<file path="config.mk">
export PLATFORM = sky130hd
export DESIGN_NAME = fetch
export DESIGN_NICKNAME = d
export VERILOG_FILES = /design/src/rtl/fetch.sv
export SDC_FILE = /design/constraint.sdc
export NUM_CORES = 1
export LEC_CHECK = 0
export BUFFER_PORTS_ARGS = -buffer_cell sky130_fd_sc_hd__buf_2
export CAP_MARGIN = 20
export CELL_PAD_IN_SITES_DETAIL_PLACEMENT = 0
export CELL_PAD_IN_SITES_GLOBAL_PLACEMENT = 1
export CORE_ASPECT_RATIO = 0.8
export CORE_MARGIN = 2
export CORE_UTILIZATION = 30
export DETAILED_ROUTE_END_ITERATION = 7
export PLACE_DENSITY_LB_ADDON = 0.1
export SLEW_MARGIN = 30
export SYNTH_ARGS = -nofsm -noshare
export SYNTH_HDL_FRONTEND = slang
export SYNTH_SLANG_ARGS = --single-unit
</file>
<file path="constraint.sdc">
create_clock -name clk_i -period 4.8 [get_ports clk_i]
set_input_delay 0.96 -clock clk_i [delete_from_list [all_inputs] [get_ports clk_i]]
set_output_delay 0.96 -clock clk_i [all_outputs]
set_load 0.02 [all_outputs]
</file>
<file path="src/rtl/fetch.sv">
// Instruction fetch stage: owns the PC, issues in-order requests on a
// req/gnt + rvalid instruction-memory port, buffers returned words and
// presents them to decode. Redirects squash buffered words and drop every
// response that was already in flight when the redirect arrived.

package fetch_pkg;
  typedef struct packed {
    logic        valid;
    logic [31:0] pc;
    logic [31:0] instr;
  } if_id_t;
endpackage

// Handshake semantics:
//   imem side : a request transfers in any cycle where imem_req_o & imem_gnt_i
//               are both high; imem_req_o may drop without a grant. Each
//               imem_rvalid_i beat answers the oldest ungranted-response request.
//   decode side: an entry transfers in any cycle where if_id_o.valid & !stall_i;
//               while stalled the same head entry is presented again.
module fetch
  import fetch_pkg::*;
#(
  parameter logic [31:0] RESET_PC   = 32'h8000_0000,
  parameter int unsigned FIFO_DEPTH = 2
) (
  input  logic        clk_i,
  input  logic        rst_i,
  input  logic        stall_i,
  input  logic        redirect_i,
  input  logic [31:0] redirect_pc_i,
  output logic        imem_req_o,
  output logic [31:0] imem_addr_o,
  input  logic        imem_gnt_i,
  input  logic        imem_rvalid_i,
  input  logic [31:0] imem_rdata_i,
  output if_id_t      if_id_o
);

  // Counter width holds 0..FIFO_DEPTH; pointer width indexes 0..FIFO_DEPTH-1.
  localparam int unsigned CW = $clog2(FIFO_DEPTH + 1);
  localparam int unsigned PW = (FIFO_DEPTH > 1) ? $clog2(FIFO_DEPTH) : 1;
  localparam logic [CW:0]   DEPTH_C  = (CW + 1)'(FIFO_DEPTH);
  localparam logic [PW-1:0] LAST_PTR = PW'(FIFO_DEPTH - 1);

  // Pointer increment that also wraps for non-power-of-two depths.
  function automatic logic [PW-1:0] ptr_inc(input logic [PW-1:0] p);
    return (p == LAST_PTR) ? '0 : p + 1'b1;
  endfunction

  // ---------------------------------------------------------------------
  // State
  // ---------------------------------------------------------------------
  logic [31:0]   pc_q, pc_d;
  logic [CW-1:0] out_cnt_q, out_cnt_d;     // requests granted, response pending
  logic [CW-1:0] disc_cnt_q, disc_cnt_d;   // pending responses to throw away
  logic [CW-1:0] buf_cnt_q, buf_cnt_d;     // words held for decode

  // Tag FIFO: PC of every in-flight request, in request order.
  logic [31:0]   tag_pc_q [FIFO_DEPTH];
  logic [PW-1:0] tag_wr_q, tag_wr_d;
  logic [PW-1:0] tag_rd_q, tag_rd_d;

  // Instruction buffer: {pc, instr} words ready for decode.
  logic [31:0]   buf_pc_q    [FIFO_DEPTH];
  logic [31:0]   buf_instr_q [FIFO_DEPTH];
  logic [PW-1:0] buf_wr_q, buf_wr_d;
  logic [PW-1:0] buf_rd_q, buf_rd_d;

  // ---------------------------------------------------------------------
  // Event decode
  // ---------------------------------------------------------------------
  logic [CW:0] credits_used;
  logic        has_credit;
  logic        req;
  logic        grant;
  logic        resp;
  logic        resp_drop;
  logic        buf_push;
  logic        out_valid;
  logic        buf_pop;

  // Credits cover both in-flight and buffered words, so a returning response
  // always finds a free buffer slot.
  always_comb begin
    credits_used = {1'b0, out_cnt_q} + {1'b0, buf_cnt_q};
    has_credit   = credits_used < DEPTH_C;
    req          = rst_i & ~redirect_i & has_credit;
    grant        = req & imem_gnt_i;
    // An rvalid with nothing outstanding is ignored (flagged below).
    resp         = imem_rvalid_i & (out_cnt_q != '0);
    // Stale words: either owed from an earlier redirect or arriving during one.
    resp_drop    = resp & ((disc_cnt_q != '0) | redirect_i);
    buf_push     = resp & ~resp_drop;
    out_valid    = rst_i & ~redirect_i & (buf_cnt_q != '0);
    buf_pop      = out_valid & ~stall_i;
  end

  // ---------------------------------------------------------------------
  // Next-state logic
  // ---------------------------------------------------------------------
  // PC: redirect target wins; otherwise advance only on an accepted request.
  always_comb begin
    pc_d = pc_q;
    if (redirect_i) begin
      pc_d = {redirect_pc_i[31:2], 2'b00};
    end else if (grant) begin
      pc_d = pc_q + 32'd4;
    end
  end

  // In-flight and discard counters.
  always_comb begin
    out_cnt_d  = out_cnt_q + CW'(grant) - CW'(resp);
    disc_cnt_d = disc_cnt_q;
    if (redirect_i) begin
      // Everything still outstanding after this cycle's response is stale.
      disc_cnt_d = out_cnt_q - CW'(resp);
    end else if (resp && (disc_cnt_q != '0)) begin
      disc_cnt_d = disc_cnt_q - 1'b1;
    end
  end

  // Tag FIFO pointers follow grants and responses, even across redirects.
  always_comb begin
    tag_wr_d = grant ? ptr_inc(tag_wr_q) : tag_wr_q;
    tag_rd_d = resp  ? ptr_inc(tag_rd_q) : tag_rd_q;
  end

  // Instruction buffer bookkeeping; a redirect empties it outright.
  always_comb begin
    buf_cnt_d = buf_cnt_q;
    buf_wr_d  = buf_wr_q;
    buf_rd_d  = buf_rd_q;
    if (redirect_i) begin
      buf_cnt_d = '0;
      buf_wr_d  = '0;
      buf_rd_d  = '0;
    end else begin
      if (buf_push) buf_wr_d = ptr_inc(buf_wr_q);
      if (buf_pop)  buf_rd_d = ptr_inc(buf_rd_q);
      case ({buf_push, buf_pop})
        2'b10:   buf_cnt_d = buf_cnt_q + 1'b1;
        2'b01:   buf_cnt_d = buf_cnt_q - 1'b1;
        default: buf_cnt_d = buf_cnt_q;
      endcase
    end
  end

  // ---------------------------------------------------------------------
  // Registers
  // ---------------------------------------------------------------------
  // Control state with synchronous active-low reset.
  always_ff @(posedge clk_i) begin
    if (!rst_i) begin
      pc_q       <= RESET_PC;
      out_cnt_q  <= '0;
      disc_cnt_q <= '0;
      buf_cnt_q  <= '0;
      tag_wr_q   <= '0;
      tag_rd_q   <= '0;
      buf_wr_q   <= '0;
      buf_rd_q   <= '0;
    end else begin
      pc_q       <= pc_d;
      out_cnt_q  <= out_cnt_d;
      disc_cnt_q <= disc_cnt_d;
      buf_cnt_q  <= buf_cnt_d;
      tag_wr_q   <= tag_wr_d;
      tag_rd_q   <= tag_rd_d;
      buf_wr_q   <= buf_wr_d;
      buf_rd_q   <= buf_rd_d;
    end
  end

  // Tag storage: record the PC of each accepted request.
  always_ff @(posedge clk_i) begin
    if (grant) begin
      tag_pc_q[tag_wr_q] <= pc_q;
    end
  end

  // Buffer storage: capture kept responses with their tag PC.
  always_ff @(posedge clk_i) begin
    if (buf_push) begin
      buf_pc_q[buf_wr_q]    <= tag_pc_q[tag_rd_q];
      buf_instr_q[buf_wr_q] <= imem_rdata_i;
    end
  end

  // ---------------------------------------------------------------------
  // Outputs
  // ---------------------------------------------------------------------
  // Decode sees the registered buffer head; no bypass from imem_rdata_i.
  always_comb begin
    imem_req_o       = req;
    imem_addr_o      = pc_q;
    if_id_o.valid    = out_valid;
    if_id_o.pc       = buf_pc_q[buf_rd_q];
    if_id_o.instr    = buf_instr_q[buf_rd_q];
  end

`ifndef SYNTHESIS
  // The memory must never answer without an outstanding request.
  rvalid_without_req_a : assert property (
    @(posedge clk_i) disable iff (!rst_i)
      !(imem_rvalid_i && (out_cnt_q == '0)))
    else $error("fetch: imem_rvalid_i with no request outstanding");

  // The credit rule guarantees a kept response always has a buffer slot.
  buf_overflow_a : assert property (
    @(posedge clk_i) disable iff (!rst_i)
      buf_push |-> (buf_cnt_q < CW'(FIFO_DEPTH)) || buf_pop)
    else $error("fetch: instruction buffer overflow");

  // Only outstanding responses can be marked for discard.
  disc_bound_a : assert property (
    @(posedge clk_i) disable iff (!rst_i)
      disc_cnt_q <= out_cnt_q)
    else $error("fetch: discard count exceeds outstanding count");
`endif

endmodule
</file>
== After elaboration in Yosys (flattened, before gate mapping) ==
Memories as Yosys holds them, arrays and structs flattened. A register that Yosys moved wholly into a read port is not among the register bits.
Cells that the tools add are included.
Word-level totals
  word-level logic and storage cells: 67
  bits of input ports: 70
  bits in latches: 0
  register bits: 42
  memories kept: 3
  memory bits (writable): 192
  memory bits (read-only): 0
Memory list
  buf_instr_q: words 2, width 32, read ports 1, clocked after memory_dff 1, write ports 1, RTL line 65  | logic [31:0] buf_instr_q [FIFO_DEPTH];
  buf_pc_q: words 2, width 32, read ports 1, clocked after memory_dff 1, write ports 1, RTL line 64  | logic [31:0] buf_pc_q [FIFO_DEPTH];
  tag_pc_q: words 2, width 32, read ports 1, clocked after memory_dff 1, write ports 1, RTL line 59  | logic [31:0] tag_pc_q [FIFO_DEPTH];
Operators by class
  div/mod/pow operators: 0
  $lt $le $gt $ge: 1
  shifts and indexed selects: 0
  $add $sub $neg: 12
  bitwise logic cells: 13
  $mul: 0
  reduce and logical (&&, ||, !) cells: 8
  muxes and demuxes: 19
  equality and inequality tests: 2
Operators by type and width (count)
  $mux W32: 2
  $add A32 B3 Y32 const B: 1
  $mux W1: 14
  $reduce_bool A2 Y1: 6
  $and A1 B1 Y1: 8
  $add A1 B1 Y1 const B: 4
  $mux W2: 2
  $not A1 Y1: 4
  $pmux W2 S2: 1
  $sub A2 B1 Y2: 2
  $sub A2 B1 Y2 const B: 2
  $add A2 B2 Y3: 1
  $lt A3 B2 Y1 const B: 1
  $add A2 B1 Y2: 1
  $add A2 B1 Y2 const B: 1
  $eq A2 B1 Y1 const B: 1
  $eq A2 B2 Y1 const B: 1
  $reduce_or A2 Y1: 1
  $logic_and A1 B1 Y1: 1
  $or A1 B1 Y1: 1

== Longest topological paths before layout ==
  word-level depth: 7
  gate-level depth with buffers: 12
  depth with buffers taken out: 10

== Worst setup path before layout ==
Ideal clock, no wire load.
  path type: input port to flip-flop
  start: input redirect_i
  end: memory buf_instr_q[0][0], enable pin
  stages on the path: 4
  slack: 0.170 ns
  buffers on the path: 1
  data arrival time: 4.148 ns
  path through: clkbuf_1 -> nor3b_1 -> inv_1 -> nor2_1
On the way
  cells in the longest elaborated chain, start to end: 6
Ends and longest elaborated chain
  from (decl): RTL line 29  | input logic redirect_i,
  $or A1 B1 Y1: RTL line 92  | resp_drop = resp & ((disc_cnt_q != '0) | redirect_i);
  $and A1 B1 Y1: RTL line 92
  $not A1 Y1: RTL line 93  | buf_push = resp & ~resp_drop;
  $and A1 B1 Y1: RTL line 93
  $mux W1: RTL line 184  | if (buf_push) begin
  $mux W1 (not written as such): RTL line 186  | buf_instr_q[buf_wr_q] <= imem_rdata_i;
  to (decl): RTL line 65
No other way between the ends.

==> flow_metrics.py <==
metrics = {
    "outcome": {
        "status": "finished clean",
    },
    "clock_tree": {
        "cts_sinks": 226,
        "cts_setup_buffers": 0,
        "path_clk_slew_ns": 0.06,
        "ctsLongestPathBuffers": 3,
        "cts_tree": "yes",
        "numCtsBuffers": 26,
        "clock_latency_ns": 0.53,
        "h-tree-depth": 1,
        "hold_buffers": 0,
        "cts_root_buf": "clkbuf_16",
        "cts_resized": 0,
    },
    "yosys": {
        "seq_area_frac_synth": 0.690,
        "ys_types": 57,
        "synth_commonest_cells": "edfxtp_1 (184), mux2_2 (92), dfxtp_1 (42)",
        "synth_top_area_cell": "edfxtp_1",
        "synth.area.top_cells": "edfxtp_1 (60%), mux2_2 (11%), dfxtp_1 (9.1%)",
        "synth.yosys.warnings": 0,
        "yosys.area.top_type_share": 0.599,
        "ys.flop_type": "edfxtp_1",
        "avgSynthCellArea_um2": 15.2,
        "synth-edff-count": 184,
        "ys_ff_latch": 226,
        "async_flop_share": 0,
        "synth.most_common_cell": "edfxtp_1",
        "synth_area_mm2": 0.00922,
        "syn_inst": 605,
    },
    "worst_setup_path": {
        "crit_chain": "buf_4 > mux2_2 > buf_2",
        "path_buf_inv": 2,
        "slowest_stage": "dfxtp_2",
        "critPathLaunchType": "register",
        "cp_top_family": "flip-flops",
        "worstSetupPathType": "register to output pin",
        "cp-end-kind": "output pin",
        "required_ns": 3.84,
        "slowest_delay_ns": 0.83,
        "cp_max_fo": 31,
        "cp.arrival_ns": 2.46,
    },
    "place": {
        "gp_congestion": 0.727,
        "port_buffers": 161,
        "dp_cells": 1160,
        "dp_hpwl_mm": 14.7,
        "place_area_mm2": 0.0105,
        "place_ws_ns": 1.34,
    },
    "drt": {
        "post-route-drc-count": 0,
        "dr.pass1.iters": 4,
        "avgViaCountPerCell": 4.70,
        "initialDrtViolationCount": 222,
        "routed_wl_mm": 22.4,
        "drtAntennaViolNets": 0,
        "vias": 5677,
        "wl_per_cell_um": 18.5,
    },
    "layout": {
        "antenna_cells": 0,
        "fin_cells": 1209,
        "syn_to_final_growth_pct": 24.4,
        "fin_nets": 853,
        "drive_above_1_share": 0.397,
        "stdcell_area_mm2": 0.0115,
        "fin_util": 0.378,
        "nFillCells": 2900,
    },
    "sta": {
        "min_period_over_period": 0.713,
        "setup_viol": 0,
        "final.setup_skew_ns": 0.0121,
        "fin_crit_ns": 3.42,
        "max_slew_margin": 0.460,
        "setup_tns_ns": 0,
        "finalHoldWorstSlack_ns": 0.508,
        "tightest_slew_ns": 0.808,
        "slew_viol_final": 0,
        "rsz0062_at_grt": "no",
        "setup_ws_ns": 1.38,
        "max_freq_mhz": 292,
        "finalHoldViolCount": 0,
    },
    "run": {
        "cap_violations": 0,
    },
    "global_route": {
        "grt.total_usage": 0.138,
        "antenna_found_initial": 0,
        "grt_start_max_net_pins": 63,
        "grt_pass1_vias": 5706,
        "grt_pass1_wl_mm": 33.9,
        "globalRouteOverflowTotal": 0,
    },
    "floorplan": {
        "die_h_um": 161,
        "ios": 168,
        "die_width_um": 200,
        "die-area_mm2": 0.0322,
        "num_rows": 57,
        "start_util": 0.304,
        "core_area_mm2": 0.0303,
    },
    "pwr": {
        "power-per-cell-area_mw_per_mm2": 443,
        "fin_total_pwr_mw": 5.08,
        "peakVddDrop_mv": 0.221,
        "leakagePower_nw": 4.07,
    },
    "worst_hold_path": {
        "min_path_type": "register to register",
    },
}
-- cell type report --
type	count	area [um2]	area share
Multi-Input combinational cell	335	2680	0.234
Tap cell	413	517	0.0450
Clock inverter	12	183	0.0159
Clock buffer	36	739	0.0645
Inverter	12	45.0	0.00393
Sequential cell	226	6370	0.555
Timing Repair Buffer	175	936	0.0816
-- tightest hold or removal path: stages (launching register included) --
cell     delay, ns
dfxtp_1       0.32
xor2_1        0.08
nor2_1        0.07
-- metal layers --
layer  global-route usage  vias up  part of all wire
li1                     -     2695                 -
met1                0.195     2807              0.45
met2                0.219      144              0.47
met3               0.0246       31             0.057
met4               0.0354        0             0.020
met5                    0        -                 0
-- report_power, final --
group          total (mW)  leakage [nW]  switching [mW]  internal [mW]
sequential           2.35          2.02          0.0756           2.27
combinational       0.625          1.60           0.370          0.256
clock                2.10         0.446           0.766           1.34
total                5.08          4.07            1.21           3.87
-- placed cells by master (no fill, tap or decap), types with 7 or more instances in the layout --
| cell | netlist | layout |
|---|---|---|
| mux2_2 | 92 | 92 |
| edfxtp_1 | 184 | 184 |
| xnor2_1 | 9 | 9 |
| nor2_1 | 15 | 13 |
| xor2_1 | 7 | 7 |
| nand4_1 | 10 | 10 |
| nand2_1 | 19 | 19 |
| clkbuf_16 | 0 | 27 |
| nor3_1 | 18 | 18 |
| buf_4 | 5 | 12 |
| dfxtp_1 | 42 | 41 |
| a21oi_1 | 9 | 9 |
| and3_1 | 7 | 7 |
| inv_1 | 12 | 12 |
| and2_1 | 11 | 10 |
| buf_2 | 2 | 161 |
| o21ai_0 | 21 | 21 |
| nand3_1 | 14 | 14 |
| or3_1 | 7 | 7 |
-- flip-flops by register name, summed over array words and instances (netlist names), named ones only --
| name | count |
|---|---|
| buf_rd_q | 1 |
| disc_cnt_q | 2 |
| tag_pc_q | 60 |
| buf_wr_q | 1 |
| buf_cnt_q | 2 |
| tag_rd_q | 1 |
| buf_pc_q | 60 |
| out_cnt_q | 2 |
| buf_instr_q | 64 |
| imem_addr_o | 30 |
| tag_wr_q | 1 |
-- cells by family after synthesis --
| group | synth area share |
|---|---|
| flip-flops | 0.690 |
| adder cells (fa/ha/maj) | 0.0103 |
| multiplexers | 0.117 |
| XOR/XNOR | 0.0152 |
| buffers and inverters | 0.0223 |
| AND/OR/NAND/NOR | 0.0870 |
| AO/OA/AOI/OAI | 0.0577 |
| other | 0.000407 |
-- final timing paths --
| check | startpoint | end | slack [ns] | cells past startpoint |
|---|---|---|---|---|
| max | register | if_id_o[52] | 1.38 | 3 |
| max reg2reg | buf_cnt_q[0] | tag_pc_q[0][5] | 1.45 | 7 |
| min reg2reg | tag_rd_q | register | 0.51 | 2 |
| min | tag_rd_q | register | 0.51 | 2 |
Power figures use the tool's default switching activity.
